$ cat config.mk
export PLATFORM = sky130hd
export DESIGN_NAME = gbf_fill_scheduler
export DESIGN_NICKNAME = d
export VERILOG_FILES = /design/src/rtl/gbf_fill_scheduler.sv
export SDC_FILE = /design/constraint.sdc
export NUM_CORES = 1
export LEC_CHECK = 0
export ABC_CLOCK_PERIOD_IN_PS = 6400
export CAP_MARGIN = 40
export CORE_AREA = 2 2 222 224
export DETAILED_ROUTE_END_ITERATION = 8
export DIE_AREA = 0 0 224 226
export GPL_ROUTABILITY_DRIVEN = 1
export PLACE_DENSITY = 0.67
export SLEW_MARGIN = 15
export SYNTH_ARGS = -nofsm -noshare
export SYNTH_HDL_FRONTEND = slang
export SYNTH_SLANG_ARGS = --single-unit
$ cat constraint.sdc
create_clock -name clk -period 6.4 [get_ports clk]
set_input_delay 0.64 -clock clk [delete_from_list [all_inputs] [get_ports clk]]
set_output_delay 0.64 -clock clk [all_outputs]
set_load 0.05 [all_outputs]
$ cat src/rtl/gbf_fill_scheduler.sv
// Round-robin refill scheduler: four GBF need_data requests share one burst read port, and each burst streams GBF_DEPTH lines into the granted buffer.
// Defining GBF_FILL_PERF_EN adds the stall_cycles output: it counts cycles spent waiting for a grant or for read data.
module gbf_fill_scheduler #(
  parameter int GBF_DATA_BITWIDTH = 256,
  parameter int GBF_ADDR_BITWIDTH = 5,
  parameter int GBF_DEPTH         = 32,
  parameter int MEM_ADDR_BITWIDTH = 32,
  parameter int ACTV_BASE         = 0,
  parameter int WGT_BASE          = 4096,
  parameter int ACTV_TILES        = 8,
  parameter int WGT_TILES         = 8
) (
  input  logic                         clk,
  input  logic                         reset,
  input  logic [3:0]                   need_data,
  output logic [3:0]                   gbf_en,
  output logic [3:0]                   gbf_we,
  output logic [GBF_ADDR_BITWIDTH-1:0] gbf_addr,
  output logic [GBF_DATA_BITWIDTH-1:0] gbf_w_data,
  output logic [3:0]                   buf_ready,
  output logic                         gbf_actv_data_avail,
  output logic                         gbf_wgt_data_avail,
  output logic                         finish,
`ifdef GBF_FILL_PERF_EN
  output logic [31:0]                  stall_cycles,
`endif
  output logic                         mem_rd_req,
  output logic [MEM_ADDR_BITWIDTH-1:0] mem_rd_addr,
  input  logic                         mem_rd_gnt,
  input  logic                         mem_rd_valid,
  input  logic [GBF_DATA_BITWIDTH-1:0] mem_rd_data
);

  localparam int AW = MEM_ADDR_BITWIDTH;
  localparam int BW = GBF_ADDR_BITWIDTH;

  typedef enum logic [1:0] {S_IDLE, S_REQ, S_FILL, S_DONE} state_t;

  state_t                 state_q, state_d;
  logic [3:0]             pend_q, pend_d;
  logic [3:0]             need_prev_q;
  logic [1:0]             tgt_q, tgt_d;
  logic [1:0]             rr_q, rr_d;
  logic [BW-1:0]          beat_q, beat_d;
  logic [AW-1:0]          actv_cnt_q, actv_cnt_d;
  logic [AW-1:0]          wgt_cnt_q, wgt_cnt_d;
  logic [3:0]             gbf_en_q, gbf_en_d;
  logic [BW-1:0]          gbf_addr_q, gbf_addr_d;
  logic [GBF_DATA_BITWIDTH-1:0] gbf_w_data_q, gbf_w_data_d;
  logic [3:0]             buf_ready_q, buf_ready_d;
  logic                   actv_avail_q, actv_avail_d;
  logic                   wgt_avail_q, wgt_avail_d;
  logic                   finish_q, finish_d;
  logic                   mem_rd_req_q, mem_rd_req_d;
  logic [AW-1:0]          mem_rd_addr_q, mem_rd_addr_d;

  logic                   actv_done, wgt_done;
  logic [3:0]             elig, cap;
  logic                   gnt_found;
  logic [1:0]             gnt_idx, idx;

  assign actv_done = (actv_cnt_q >= AW'(ACTV_TILES));
  assign wgt_done  = (wgt_cnt_q >= AW'(WGT_TILES));
  assign elig      = pend_q & {{2{~wgt_done}}, {2{~actv_done}}};

  // First eligible request at or after the round-robin pointer.
  always_comb begin
    gnt_found = 1'b0;
    gnt_idx   = rr_q;
    idx       = rr_q;
    for (int k = 0; k < 4; k++) begin
      idx = rr_q + 2'(k);
      if (!gnt_found && elig[idx]) begin
        gnt_found = 1'b1;
        gnt_idx   = idx;
      end
    end
  end

  always_comb begin
    state_d       = state_q;
    tgt_d         = tgt_q;
    rr_d          = rr_q;
    beat_d        = beat_q;
    actv_cnt_d    = actv_cnt_q;
    wgt_cnt_d     = wgt_cnt_q;
    buf_ready_d   = buf_ready_q;
    actv_avail_d  = actv_avail_q;
    wgt_avail_d   = wgt_avail_q;
    finish_d      = finish_q;
    mem_rd_req_d  = mem_rd_req_q;
    mem_rd_addr_d = mem_rd_addr_q;
    gbf_en_d      = '0;
    gbf_addr_d    = gbf_addr_q;
    gbf_w_data_d  = gbf_w_data_q;

    cap = need_data & ~need_prev_q;
    if (state_q != S_IDLE) cap[tgt_q] = 1'b0;
    if (finish_q) cap = '0;
    pend_d = pend_q | cap;
    if (actv_done) pend_d[1:0] = '0;
    if (wgt_done)  pend_d[3:2] = '0;

    case (state_q)
      S_IDLE: begin
        if (gnt_found) begin
          state_d              = S_REQ;
          tgt_d                = gnt_idx;
          rr_d                 = gnt_idx + 2'd1;
          pend_d[gnt_idx]      = 1'b0;
          buf_ready_d[gnt_idx] = 1'b0;
          mem_rd_req_d         = 1'b1;
          mem_rd_addr_d        = gnt_idx[1] ? AW'(WGT_BASE) + wgt_cnt_q * AW'(GBF_DEPTH)
                                            : AW'(ACTV_BASE) + actv_cnt_q * AW'(GBF_DEPTH);
        end
      end
      S_REQ: begin
        if (mem_rd_gnt) begin
          state_d      = S_FILL;
          mem_rd_req_d = 1'b0;
          beat_d       = '0;
        end
      end
      S_FILL: begin
        if (mem_rd_valid) begin
          gbf_en_d     = 4'b0001 << tgt_q;
          gbf_addr_d   = beat_q;
          gbf_w_data_d = mem_rd_data;
          if (beat_q == BW'(GBF_DEPTH - 1)) begin
            beat_d  = '0;
            state_d = S_DONE;
          end else begin
            beat_d = beat_q + BW'(1);
          end
        end
      end
      S_DONE: begin
        state_d            = S_IDLE;
        buf_ready_d[tgt_q] = 1'b1;
        if (tgt_q[1]) begin
          wgt_cnt_d   = wgt_cnt_q + AW'(1);
          wgt_avail_d = (wgt_cnt_d < AW'(WGT_TILES));
        end else begin
          actv_cnt_d   = actv_cnt_q + AW'(1);
          actv_avail_d = (actv_cnt_d < AW'(ACTV_TILES));
        end
        finish_d = finish_q | ((actv_cnt_d == AW'(ACTV_TILES)) && (wgt_cnt_d == AW'(WGT_TILES)));
      end
      default: state_d = S_IDLE;
    endcase
  end

  always_ff @(posedge clk or negedge reset) begin
    if (!reset) begin
      state_q       <= S_IDLE;
      pend_q        <= '0;
      need_prev_q   <= '0;
      tgt_q         <= '0;
      rr_q          <= '0;
      beat_q        <= '0;
      actv_cnt_q    <= '0;
      wgt_cnt_q     <= '0;
      gbf_en_q      <= '0;
      gbf_addr_q    <= '0;
      gbf_w_data_q  <= '0;
      buf_ready_q   <= '0;
      actv_avail_q  <= 1'b1;
      wgt_avail_q   <= 1'b1;
      finish_q      <= 1'b0;
      mem_rd_req_q  <= 1'b0;
      mem_rd_addr_q <= '0;
    end else begin
      state_q       <= state_d;
      pend_q        <= pend_d;
      need_prev_q   <= need_data;
      tgt_q         <= tgt_d;
      rr_q          <= rr_d;
      beat_q        <= beat_d;
      actv_cnt_q    <= actv_cnt_d;
      wgt_cnt_q     <= wgt_cnt_d;
      gbf_en_q      <= gbf_en_d;
      gbf_addr_q    <= gbf_addr_d;
      gbf_w_data_q  <= gbf_w_data_d;
      buf_ready_q   <= buf_ready_d;
      actv_avail_q  <= actv_avail_d;
      wgt_avail_q   <= wgt_avail_d;
      finish_q      <= finish_d;
      mem_rd_req_q  <= mem_rd_req_d;
      mem_rd_addr_q <= mem_rd_addr_d;
    end
  end

`ifdef GBF_FILL_PERF_EN
  logic [31:0] stall_q, stall_d;

  always_comb begin
    stall_d = stall_q;
    if (!finish_q && (stall_q != '1) &&
        ((state_q == S_REQ) || ((state_q == S_FILL) && !mem_rd_valid)))
      stall_d = stall_q + 32'd1;
  end

  always_ff @(posedge clk or negedge reset) begin
    if (!reset) stall_q <= '0;
    else        stall_q <= stall_d;
  end

  assign stall_cycles = stall_q;
`endif

  assign gbf_en              = gbf_en_q;
  assign gbf_we              = gbf_en_q;
  assign gbf_addr            = gbf_addr_q;
  assign gbf_w_data          = gbf_w_data_q;
  assign buf_ready           = buf_ready_q;
  assign gbf_actv_data_avail = actv_avail_q;
  assign gbf_wgt_data_avail  = wgt_avail_q;
  assign finish              = finish_q;
  assign mem_rd_req          = mem_rd_req_q;
  assign mem_rd_addr         = mem_rd_addr_q;

endmodule
Word level (Yosys, flattened, before mapping)
Index checks and enable logic that the tools add are counted.
Word-level totals
  bits in registers: 388
  word-level logic and storage cells: 130
Cells by class
  $add $sub $neg: 8
  magnitude comparators: 12
  equality and inequality tests: 10
  shift operators: 1
  muxes and demuxes: 46
  bitwise operators: 14
  reductions and logical operators: 22
Operators by type and width (number)
  32-bit 2-to-1 mux: 5
  32-bit by 1-bit adder with 32-bit output, second input constant: 2
  32-bit by 4-bit equality test with 1-bit output, second input constant: 2
  32-bit by 4-bit greater-or-equal comparator with 1-bit output, second input constant: 2
  32-bit by 4-bit < comparator with 1-bit output, second input constant: 2
  13-bit by 32-bit adder with 32-bit output, first input constant: 1
  4-bit 2-to-1 mux: 7
  4-bit bitwise AND: 5
  2-bit by 3-bit < comparator with 1-bit output, second input constant: 6
  2-bit 2-to-1 mux: 9
  5-bit 2-to-1 mux: 3
  1-bit 2-to-1 mux: 12
  4-bit inverter: 3
  5-bit case mux with 2 select lines: 1
  2-bit AND reduction: 5
  1-bit binary-select mux with 2-bit select: 4
  2-bit inequality test, second input constant: 4
  4-bit bitwise OR: 2
  2-bit case mux with 4 select lines: 1
  4-bit case mux with 2 select lines: 1
  2-bit nonzero test: 4
  1-bit logical AND: 6
  3-bit AND reduction: 2
  5-bit by 1-bit adder with 5-bit output, second input constant: 1
  other kinds (14): 23

Depth between registers and ports, before layout
Gate-level depths: netlist of the first run.
  word-level depth: 23
  mapped depth: 12
  mapped depth without buffers: 11

Worst setup path after synthesis of the first run
OpenSTA, ideal clock, no wires.
  kind: register -> register
  start: register actv_cnt_q[22]
  end: register buf_ready_q[0] (netlist: buf_ready[0])
  library setup time: 78 ps
  data arrival time: 2839 ps
  required time: 6322 ps
  path slack: 3484 ps
  stages on the path, launching flop included: 13
  cell sequence: dfrtp_1 clkbuf_1 or4_1 nor3_1 nand4_1 nor2_1 nor2_1 o22a_1 a211oi_2 inv_2 ha_1 o2bb2ai_1 a21oi_1
On the way
  cells in the longest elaborated chain, start to end: 23
  elaborated cells on any way between the ends: 35
Ends and longest elaborated chain
  from (decl): RTL line 45  | logic [AW-1:0] actv_cnt_q, actv_cnt_d;
  from (signal assigned): RTL line 179  | actv_cnt_q <= actv_cnt_d;
  32-bit by 4-bit greater-or-equal comparator with 1-bit output (*): RTL line 62  | assign actv_done = (actv_cnt_q >= AW'(ACTV_TILES));
  1-bit inverter (*): RTL line 64  | assign elig = pend_q & {{2{~wgt_done}}, {2{~actv_done}}};
  4-bit bitwise AND (*): RTL line 64
  1-bit binary-select mux with 2-bit select: RTL line 73  | if (!gnt_found && elig[idx]) begin
  1-bit 2-to-1 mux (not written as such): RTL line 73
  1-bit 2-to-1 mux: RTL line 73
  1-bit zero test: RTL line 73
  1-bit logical AND: RTL line 73
  [... 7 more ...]
  via gnt_idx[0]: RTL line 60  | logic [1:0] gnt_idx, idx;
  2-bit by 3-bit < comparator with 1-bit output (not written as such) or 2-bit by 1-bit greater-or-equal comparator with 1-bit output (tied branches): RTL line 111  | buf_ready_d[gnt_idx] = 1'b0;
  1-bit logical AND (not written as such): RTL line 111
  1-bit 2-to-1 mux (not written as such): RTL line 111
  1-bit demux with 2-bit select (*): RTL line 111
  4-bit inverter (no source line) (*)
  4-bit bitwise AND (no source line) (*)
  4-bit 2-to-1 mux (*): RTL line 106  | if (gnt_found) begin
  4-bit case mux with 2 select lines (*): RTL line 104  | case (state_q)
  to (signal assigned): RTL line 184  | buf_ready_q <= buf_ready_d;
  to (decl): RTL line 50  | logic [3:0] buf_ready_q, buf_ready_d;
The timed path passes the listed nets; every way through them passes the cells marked *. The select of a mux whose other input is x is not followed.
A chain may end at the register's enable or synchronous reset.

Worst setup path after layout of the first run
Ends and elaborated chain as after synthesis.

==> impl_metrics.env, run 1 <==
export IMPL_dp_hpwl_um=50200
export IMPL_critPathKind="register to register"
export IMPL_dpl_instance_area_um2=22900
export IMPL_syn_area_um2=16800
export IMPL_synthDistinctLibCells=81
export IMPL_layout_setup_ws_ns=2.79
export IMPL_timing_rr_start="actv_cnt_q[22]"
export IMPL_die_w_um=224
export IMPL_cts_buffer_depth=3
export IMPL_finalHoldViolCount=0
export IMPL_switching_share_pct=46.4
export IMPL_vias_per_cell=5.12
export IMPL_ys_flop_type="dfrtp_1"
export IMPL_seqPwrFrac_pct=27.8
export IMPL_critical_path_peak_fanout=9
export IMPL_nFillCells=4199
export IMPL_tns_ns=0
export IMPL_ys_ff_latch=383
export IMPL_grt_max_degree=156
export IMPL_drcViolationCount=0
export IMPL_io_buffers=567
export IMPL_ctsResizeCount=0
export IMPL_synth_top_cell_area_share_pct=56.8
export IMPL_grt_ovfl_total=0
export IMPL_crit_family="simple AND/OR/NAND/NOR gates"
export IMPL_grt_pass1_wl_um=93400
export IMPL_combPwrFrac_pct=53.1
export IMPL_end_kind="register"
export IMPL_endpoint="buf_ready[0]"
export IMPL_cts_tree="yes"
export IMPL_regArea_um2=9590
export IMPL_clock_power_share_pct=19.1
export IMPL_initial_core_util_pct=34.7
export IMPL_area_growth_pct=45.9
export IMPL_avgRoutedWirePerCell_um=25.8
export IMPL_yosysSeqAreaShare_pct=57.2
export IMPL_synth_common_cells="dfrtp_1 (381), mux2_2 (261), nand2_1 (70)"
export IMPL_cp_arrival_ns=4.11
export IMPL_crit_cells=11
export IMPL_cts_hold_fix_buffers=0
export IMPL_crit_chain="or4_1 -> nor3_1 -> nand4_1 -> nor2_1 -> nor2_1 -> o22a_1 -> a211oi_2 -> inv_2 -> ha_1 -> o2bb2ai_1 -> a21oi_1"
export IMPL_crit_start="actv_cnt_q[22]"
export IMPL_grt_pass1_vias=13300
export IMPL_post_place_ws_ns=2.86
export IMPL_fin_skew_ns=0.0121
export IMPL_grt_setup_unrepaired="false"
export IMPL_synth_area_top_cells="dfrtp_1 (57%), mux2_2 (18%), xnor2_1 (2.5%)"
export IMPL_reg2reg_depth=11
export IMPL_gp_congestion=0.894
export IMPL_drtIter0Drc=825
export IMPL_grtUsageTotal_pct=25.5
export IMPL_min_period_ns=3.61
export IMPL_dr_total_vias=12900
export IMPL_yosys_warnings=0
export IMPL_power_density_nw_per_um2=591
export IMPL_synth_async_sr_flop_share_pct=100
export IMPL_setup_viol=0
export IMPL_cpPeakStageDelay_ns=0.54
export IMPL_die_h_um=226
export IMPL_worstMarginPinSlew_ns=1.07
export IMPL_crit_buf_inv=1
export IMPL_clkSinkCount=383
export IMPL_p_int_uw=7740
export IMPL_layout_drive_gt1_share_pct=19.8
export IMPL_net_switching_power_uw=6710
export IMPL_netlist_instances=1333
export IMPL_rows=81
export IMPL_peakVddDrop_v=0.000394
export IMPL_slew_violations=0
export IMPL_cp_start_kind="register"
export IMPL_crit_top_cell="nor2_1"
export IMPL_syn_avg_cell_area_um2=12.6
export IMPL_yosys_area_top_type="dfrtp_1"
export IMPL_slowest_stage="or4_1"
export IMPL_nNetsFinal=2146
export IMPL_cts_max_level=2
export IMPL_final_cell_area_um2=24500
export IMPL_synth_edf_count=0
export IMPL_fmax_mhz=277
export IMPL_hold_path_class="input port to async pin"
export IMPL_ios=573
export IMPL_wl_um=65400
export IMPL_status="finished clean"
export IMPL_yosysMostFrequentCell="dfrtp_1"
export IMPL_ant_nets=0
export IMPL_multi_input_area_um2=6610
export IMPL_period_share_pct=56.4
export IMPL_coreArea_um2=48300
export IMPL_ctsRootBufferMaster="clkbuf_16"
export IMPL_r2r_end="buf_ready[0]"
export IMPL_cts_clk_slew_worst_paths_ns=0.06
export IMPL_fin_util_pct=50.6
export IMPL_numCtsBuffers=45
export IMPL_r2r_setup_slack_ns=2.79
export IMPL_clock_latency_ns=0.58
export IMPL_cp_required_ns=6.90
export IMPL_fin_total_pwr_uw=14500
export IMPL_p_leak_uw=0.0103
export IMPL_antenna_found_initial=17
export IMPL_drtPass1Iterations=5
export IMPL_postCtsSetupRepairBufs=0
export IMPL_die_area_um2=50600
export IMPL_relSlewSlack_pct=28.5
export IMPL_maxCapViolations=0
## how the worst min path moves through the flow
stage,end,depth (start not counted),slack (ns)
after floorplan,actv_cnt_q[0],0,0.34
after global placement,mem_rd_addr[12],1,0.46
after detailed placement,mem_rd_addr[28],1,0.47
after CTS,gbf_w_data[99],1,0.20
after global routing,gbf_w_data[97],1,0.22
final,gbf_w_data[51],1,0.12
## final cells by class
| class | count | share of cell area (%) |
|---|---|---|
| Sequential cell | 383 | 39.2 |
| Multi-Input combinational cell | 839 | 27.0 |
| Timing Repair Buffer | 577 | 23.7 |
| Clock buffer | 64 | 5.55 |
| Tap cell | 622 | 3.18 |
| Clock inverter | 18 | 0.997 |
| Inverter | 21 | 0.322 |
| Antenna cell | 6 | 0.0613 |
## through the flow
stage                     std cells  hold slack [ns]
final                          2530            0.124
after global placement         2439            0.464
after CTS                      2524            0.204
after detailed placement       2442            0.475
after floorplan                1337            0.344
after global routing           2528            0.217
## power by group through the flow
stage	Combinational (µW)	Sequential [µW]	Clock, µW
final	7680	4010	2760
after global routing	8000	4130	2920
after detailed placement	7670	4020	0
after floorplan	1800	6950	0
after global placement	7650	3980	0
after CTS	7710	4010	2830
## registers in the layout, indices dropped and copies added (netlist names)
name / cells
wgt_cnt_q: 32
gbf_en: 4
state_q: 2
gbf_addr: 5
gbf_wgt_data_avail: 1
mem_rd_addr: 27
beat_q: 5
mem_rd_req: 1
gbf_actv_data_avail: 1
gbf_w_data: 256
pend_q: 4
tgt_q: 2
actv_cnt_q: 32
buf_ready: 4
rr_q: 2
finish: 1
need_prev_q: 4
## per-layer routing
metal  wire, µm  share of wire, %  track usage (%)  up-vias
met3       6870                11             11.3       99
met2      30300                46             39.8      516
met4       2040               3.1             8.56        0
li1           -                 -                -     5783
met5          0                 0                0        -
met1      26200                40             31.5     6546
## cells by family after synthesis
group / share of synthesized area (%)
adder cells (fa/ha/maj): 1.12
AND/OR/NAND/NOR: 10.5
other: 0.0224
XOR/XNOR: 4.60
multiplexers: 18.1
AO/OA/AOI/OAI: 4.96
buffers and inverters: 3.52
flip-flops: 57.2
## cells in the final DEF (no fill, tap or decap), types with 24 or more instances in the layout
| cell type | netlist | routed |
|---|---|---|
| clkdlybuf4s50_1 | 0 | 566 |
| a21oi_1 | 24 | 24 |
| mux2_2 | 261 | 261 |
| nand3_1 | 43 | 43 |
| nor3_1 | 26 | 26 |
| dfrtp_1 | 381 | 381 |
| nand4_1 | 30 | 30 |
| xor2_1 | 40 | 40 |
| nor2_1 | 69 | 69 |
| o21ai_0 | 27 | 27 |
| xnor2_1 | 48 | 48 |
| and2_1 | 25 | 24 |
| nand2_1 | 70 | 70 |
| clkbuf_16 | 0 | 45 |
Power figures use the tool's default switching activity.
==> inputs of run 2 (changes only) <==
--- a/config.mk
+++ b/config.mk
@@ -5,13 +5,13 @@
 export SDC_FILE = /design/constraint.sdc
 export NUM_CORES = 1
 export LEC_CHECK = 0
-export ABC_CLOCK_PERIOD_IN_PS = 6400
+export ABC_CLOCK_PERIOD_IN_PS = 3050
 export CAP_MARGIN = 40
 export CORE_AREA = 2 2 222 224
 export DETAILED_ROUTE_END_ITERATION = 8
 export DIE_AREA = 0 0 224 226
 export GPL_ROUTABILITY_DRIVEN = 1
-export PLACE_DENSITY = 0.67
+export PLACE_DENSITY = 0.69
 export SLEW_MARGIN = 15
 export SYNTH_ARGS = -nofsm -noshare
 export SYNTH_HDL_FRONTEND = slang
==> constraint.sdc (replaced) <==
create_clock -name clk -period 3.05 [get_ports clk]
set_input_delay 0.305 -clock clk [delete_from_list [all_inputs] [get_ports clk]]
set_output_delay 0.305 -clock clk [all_outputs]
set_load 0.05 [all_outputs]
==> run 2 against run 1 <==
Register-to-register slack got worse by 2.7 ns. Setup slack worse by 2.7 ns. Design area grew 2.0%. Clock power increased by 100%. Largest power group unchanged. Hold slack improved by 0.082 ns. Routed wire length down 4.8%. Core utilization increased by 1.0 points. Global-route usage is 1.3 points lower. Sequential share of layout area decreased by 0.78 points. First-iteration DRC count increased by 12%. Combinational power increased by 110%. Sequential power increased by 110%. Critical endpoint is now gbf_wgt_data_avail.
==> impl_metrics.env, run 2 (synthesis gave the netlist of run 1 again) <==
export IMPL_status="finished clean"
export IMPL_fin_total_pwr_uw=30100
export IMPL_period_share_pct=95.5
export IMPL_layout_commonest_cell="clkdlybuf4s50_1"
export IMPL_avgRoutedWirePerCell_um=24.0
export IMPL_dpl_instance_area_um2=23400
export IMPL_critPathKind="register to register"
export IMPL_hold_worst_slack_ns=0.206
export IMPL_cp_start_kind="register"
export IMPL_peakVddDrop_v=0.000813
export IMPL_drcViolationCount=0
export IMPL_placed_cells=2501
export IMPL_layout_drive_gt1_share_pct=22.6
export IMPL_grt_ovfl_total=0
export IMPL_ctsRootBufferMaster="clkbuf_16"
export IMPL_numCtsBuffers=45
export IMPL_gp_congestion=0.919
export IMPL_die_h_um=226
export IMPL_end_kind="register"
export IMPL_nNetsFinal=2208
export IMPL_grt_max_degree=65
export IMPL_setup_viol=0
export IMPL_cp_arrival_ns=3.42
export IMPL_fin_skew_ns=0.0209
export IMPL_initial_core_util_pct=34.7
export IMPL_min_period_ns=2.91
export IMPL_grt_pass1_vias=13600
export IMPL_ios=573
export IMPL_dr_total_vias=13100
export IMPL_cts_buffer_depth=3
export IMPL_power_density_nw_per_um2=1210
export IMPL_wl_um=62200
export IMPL_final_cell_area_um2=25000
export IMPL_final_cell_mix="clkdlybuf4s50_1 (566), dfrtp_1 (381), mux2_2 (261), nand2_1 (70), nor2_1 (67)"
export IMPL_fmax_mhz=343
export IMPL_maxCapViolations=0
export IMPL_relSlewSlack_pct=48.2
export IMPL_io_buffers=567
export IMPL_coreArea_um2=48300
export IMPL_slew_violations=0
export IMPL_critical_path_peak_fanout=6
export IMPL_drtPass1Iterations=5
export IMPL_cp_required_ns=3.56
export IMPL_layoutNonFillerInstCount=2589
export IMPL_clock_latency_ns=0.58
export IMPL_drtIter0Drc=922
export IMPL_p_leak_uw=0.0106
export IMPL_ant_nets=0
export IMPL_dp_hpwl_um=48300
export IMPL_largest_reg_flops=256
export IMPL_antenna_found_initial=9
export IMPL_area_growth_pct=48.9
export IMPL_clkSinkCount=383
export IMPL_finalHoldViolCount=0
export IMPL_cts_clk_slew_worst_paths_ns=0.06
export IMPL_hold_path_class="input port to register"
export IMPL_cts_max_level=2
export IMPL_rows=81
export IMPL_die_w_um=224
export IMPL_worstMarginPinSlew_ns=0.774
export IMPL_cts_tree="yes"
export IMPL_die_area_um2=50600
export IMPL_grt_pass1_wl_um=90700
export IMPL_grtUsageTotal_pct=24.2
export IMPL_vias_per_cell=5.06
-- run 2: cell count changes in the layout (fill, tap and decap cells not counted), sizes merged --
cell         change
diode            -3
buf             +61
inv              +3
clkbuf           -9
clkinvlp         +2
dlygate4sd3      +1
clkinv           +4
-- run 2: layout make-up --
class,instances,area (µm²)
diodes,3,7.51
inverters,21,78.8
clock inverters,27,298
flip-flops and latches,383,9590
well taps,622,778
multi-input cells,839,6660
fillers,4194,23400
clock buffers,55,1220
repair buffers,639,6340
-- run 2: stage by stage --
stage	utilization (%)	TNS, ns	worst slack [ns]
after CTS	51.5	0	0.0583
after detailed placement	48.3	0	0.0873
after global placement	48.3	-0.0224	-0.0119
final	51.6	0	0.136
after global routing	51.6	-0.0239	-0.0126
after floorplan	-	0	0.134
-- run 2: timing repair --
item	in CTS	in global routing
buffers inserted	0	2
endpoints found under the setup margin	0	11
resized for setup	0	8
hold endpoints to repair	53	0
hold buffers	1	0
-- run 2: per-layer routing --
layer | part of all wire (%) | GRT usage, %
met5 | 0 | 0
met4 | 2.5 | 7.31
met3 | 7.4 | 7.35
met2 | 49 | 40.3
met1 | 41 | 30.4
-- run 2: power by group --
part           switching, µW  internal, µW  leakage [µW]
Sequential              1290          7090       0.00473
Combinational          10300          5860       0.00506
Clock                   2270          3300      0.000756
Total                  13900         16200        0.0106
-- run 2: worst paths after layout --
| check | from | end | slack, ns | depth (start not counted) |
|---|---|---|---|---|
| min in group asynchronous | reset | gbf_w_data[95] | 0.29 | 2 |
| setup reg to reg | wgt_cnt_q[1] | gbf_wgt_data_avail | 0.14 | 9 |
| hold reg to reg | gbf_addr[4] | gbf_addr[4] | 0.48 | 2 |
| setup / recovery | wgt_cnt_q[1] | gbf_wgt_data_avail | 0.14 | 9 |
| hold / removal | need_data[1] | need_prev_q[1] | 0.21 | 1 |
| max in group asynchronous | reset | gbf_w_data[165] | 1.79 | 3 |
-- run 2: critical path: stages (launching register included) --
cell and delay [ns]:
dfrtp_1 0.45, ha_1 0.24, nand4_2 0.13, or3_1 0.41
or3_4 0.42, mux2_4 0.31, o22ai_2 0.12, o211ai_1 0.18
nor4_1 0.46, a21o_1 0.13
==> inputs of run 3 (changes only) <==
--- a/config.mk
+++ b/config.mk
@@ -8,6 +8,7 @@
 export ABC_CLOCK_PERIOD_IN_PS = 3050
 export CAP_MARGIN = 40
 export CORE_AREA = 2 2 222 224
+export CTS_BUF_LIST = sky130_fd_sc_hd__clkbuf_16
 export DETAILED_ROUTE_END_ITERATION = 8
 export DIE_AREA = 0 0 224 226
 export GPL_ROUTABILITY_DRIVEN = 1
==> run 3 against run 2 <==
Global-route usage about the same. Setup slack improved by 0.0035 ns. Power is 0.49% lower. Sequential share of layout area is 0.093 points higher. Critical endpoint is now buf_ready[0]. Via count is 0.18% lower. Routed wire length hardly changed. Core utilization is 0.12 points lower. Design area is 0.24% lower. Cell count stayed put. Sequential power barely moved.
==> impl_metrics.env, run 3 (synthesis gave the netlist of run 1 again) <==
export IMPL_gp_congestion=0.919
export IMPL_final_cell_mix="clkdlybuf4s50_1 (566), dfrtp_1 (381), mux2_2 (261), nand2_1 (70), nor2_1 (67)"
export IMPL_clock_latency_ns=0.58
export IMPL_die_h_um=226
export IMPL_ant_nets=0
export IMPL_layout_setup_ws_ns=0.139
export IMPL_grt_pass1_wl_um=90500
export IMPL_finalHoldViolCount=0
export IMPL_end_kind="register"
export IMPL_avgRoutedWirePerCell_um=24.0
export IMPL_cpPeakStageDelay_ns=0.48
export IMPL_busiest_layer="met2"
export IMPL_ctsRootBufferMaster="clkbuf_16"
export IMPL_grtUsageTotal_pct=24.2
export IMPL_post_place_ws_ns=0.0873
export IMPL_cp_start_kind="register"
export IMPL_drtIter0Drc=887
export IMPL_dp_hpwl_um=48300
export IMPL_p_int_uw=16100
export IMPL_status="finished clean"
export IMPL_coreArea_um2=48300
export IMPL_numCtsBuffers=45
export IMPL_cts_clk_slew_worst_paths_ns=0.06
export IMPL_vias_per_cell=5.05
export IMPL_slew_violations=0
export IMPL_power_density_nw_per_um2=1200
export IMPL_cts_buffer_depth=3
export IMPL_final_cell_area_um2=24900
export IMPL_p_leak_uw=0.0105
export IMPL_peakVddDrop_v=0.000812
export IMPL_layout_drive_gt1_share_pct=22.3
export IMPL_layout_commonest_cell="clkdlybuf4s50_1"
export IMPL_cp_required_ns=3.56
export IMPL_initial_core_util_pct=34.7
export IMPL_slowest_stage="dfrtp_1"
export IMPL_period_share_pct=95.4
export IMPL_drcViolationCount=0
export IMPL_seqPwrFrac_pct=28.0
export IMPL_die_area_um2=50600
export IMPL_relSlewSlack_pct=48.9
export IMPL_grt_max_degree=65
export IMPL_worstMarginPinSlew_ns=0.764
export IMPL_switching_share_pct=46.3
export IMPL_fin_util_pct=51.5
export IMPL_dpl_instance_area_um2=23400
export IMPL_nNetsFinal=2208
export IMPL_ios=573
export IMPL_dr_total_vias=13100
export IMPL_critPathKind="register to register"
export IMPL_fmax_mhz=344
export IMPL_rows=81
export IMPL_grtUsageMet1_pct=30.4
export IMPL_drtPass1Iterations=5
export IMPL_critical_path_peak_fanout=8
export IMPL_setup_viol=0
export IMPL_grtUsageMet3_pct=7.42
export IMPL_cp_arrival_ns=3.42
export IMPL_grt_ovfl_total=0
export IMPL_tns_ns=0
export IMPL_io_buffers=567
export IMPL_crit_chain="nor4_1 -> nand4_1 -> nor4_2 -> buf_4 -> nand2_1 -> buf_4 -> o22a_1 -> a211oi_2 -> buf_4 -> inv_2 -> ha_1 -> o2bb2ai_1 -> a21oi_1"
export IMPL_maxCapViolations=0
export IMPL_min_period_ns=2.91
export IMPL_wl_um=62200
export IMPL_clkSinkCount=383
export IMPL_fin_skew_ns=0.0220
export IMPL_cts_max_level=2
export IMPL_cts_tree="yes"
export IMPL_grt_pass1_vias=13600
export IMPL_hold_path_class="input port to register"
export IMPL_global_route_usage_met2_pct=40.1
export IMPL_net_switching_power_uw=13900
export IMPL_antenna_found_initial=9
export IMPL_crit_top_cell="buf_4"
export IMPL_die_w_um=224
export IMPL_combPwrFrac_pct=54.0
export IMPL_largest_reg_flops=256
export IMPL_clock_power_share_pct=18.1
export IMPL_area_growth_pct=48.5
==> run 3: routing by layer <==
metal	share of wire, %	up-vias
met5	0	-
met3	7.3	91
li1	-	5905
met4	2.5	0
met2	49	447
met1	41	6632
==> run 3: through the flow <==
stage / power (µW) / hold slack, ns / cells
4_1_cts: 30100 / 0.163 / 2584
6_report: 29900 / 0.200 / 2589
5_1_grt: 31100 / 0.192 / 2588
3_5_place_dp: 24500 / 0.326 / 2501
3_3_place_gp: 24400 / 0.320 / 2501
2_1_floorplan: 18400 / 0.00941 / 1337
==> run 3: area by class of cell <==
class,instances,area [µm²]
well taps,622,778
flip-flops and latches,383,9590
inverters,21,78.8
repair buffers,639,6340
clock inverters,37,335
diodes,3,7.51
fillers,4197,23400
multi-input cells,839,6660
clock buffers,45,1130
==> run 3: worst paths after layout <==
path,start,slack [ns],end,cells past startpoint
worst max register to register,wgt_cnt_q[19],0.14,buf_ready[0],13
max in group asynchronous,reset,1.79,gbf_w_data[191],3
worst min register to register,gbf_addr[4],0.48,gbf_addr[4],2
min in group asynchronous,reset,0.29,gbf_w_data[95],2
worst max-delay path,wgt_cnt_q[19],0.14,buf_ready[0],13
worst min-delay path,need_data[1],0.20,need_prev_q[1],1
==> run 3: repair_timing <==
| item | CTS | global route |
|---|---|---|
| gates resized for setup | 0 | 8 |
| endpoints found under the hold margin | 53 | 0 |
| hold buffers | 1 | 0 |
| setup buffers | 0 | 2 |
| setup endpoints to repair | 0 | 11 |
==> run 3: power groups by stage <==
stage | clock, µW | combinational, µW | sequential [µW]
4_1_cts | 5550 | 16200 | 8360
3_5_place_dp | 0 | 16100 | 8380
5_1_grt | 5730 | 16800 | 8600
3_3_place_gp | 0 | 16100 | 8290
2_1_floorplan | 0 | 3770 | 14600
6_report | 5410 | 16200 | 8370
==> run 3: critical path: cells and delay by family, from the launching register on <==
family	cells	cell delay, ns
simple gates	4	0.95
compound gates	4	0.66
buf+inv	4	0.56
flops	1	0.48
fa+ha+maj	1	0.19
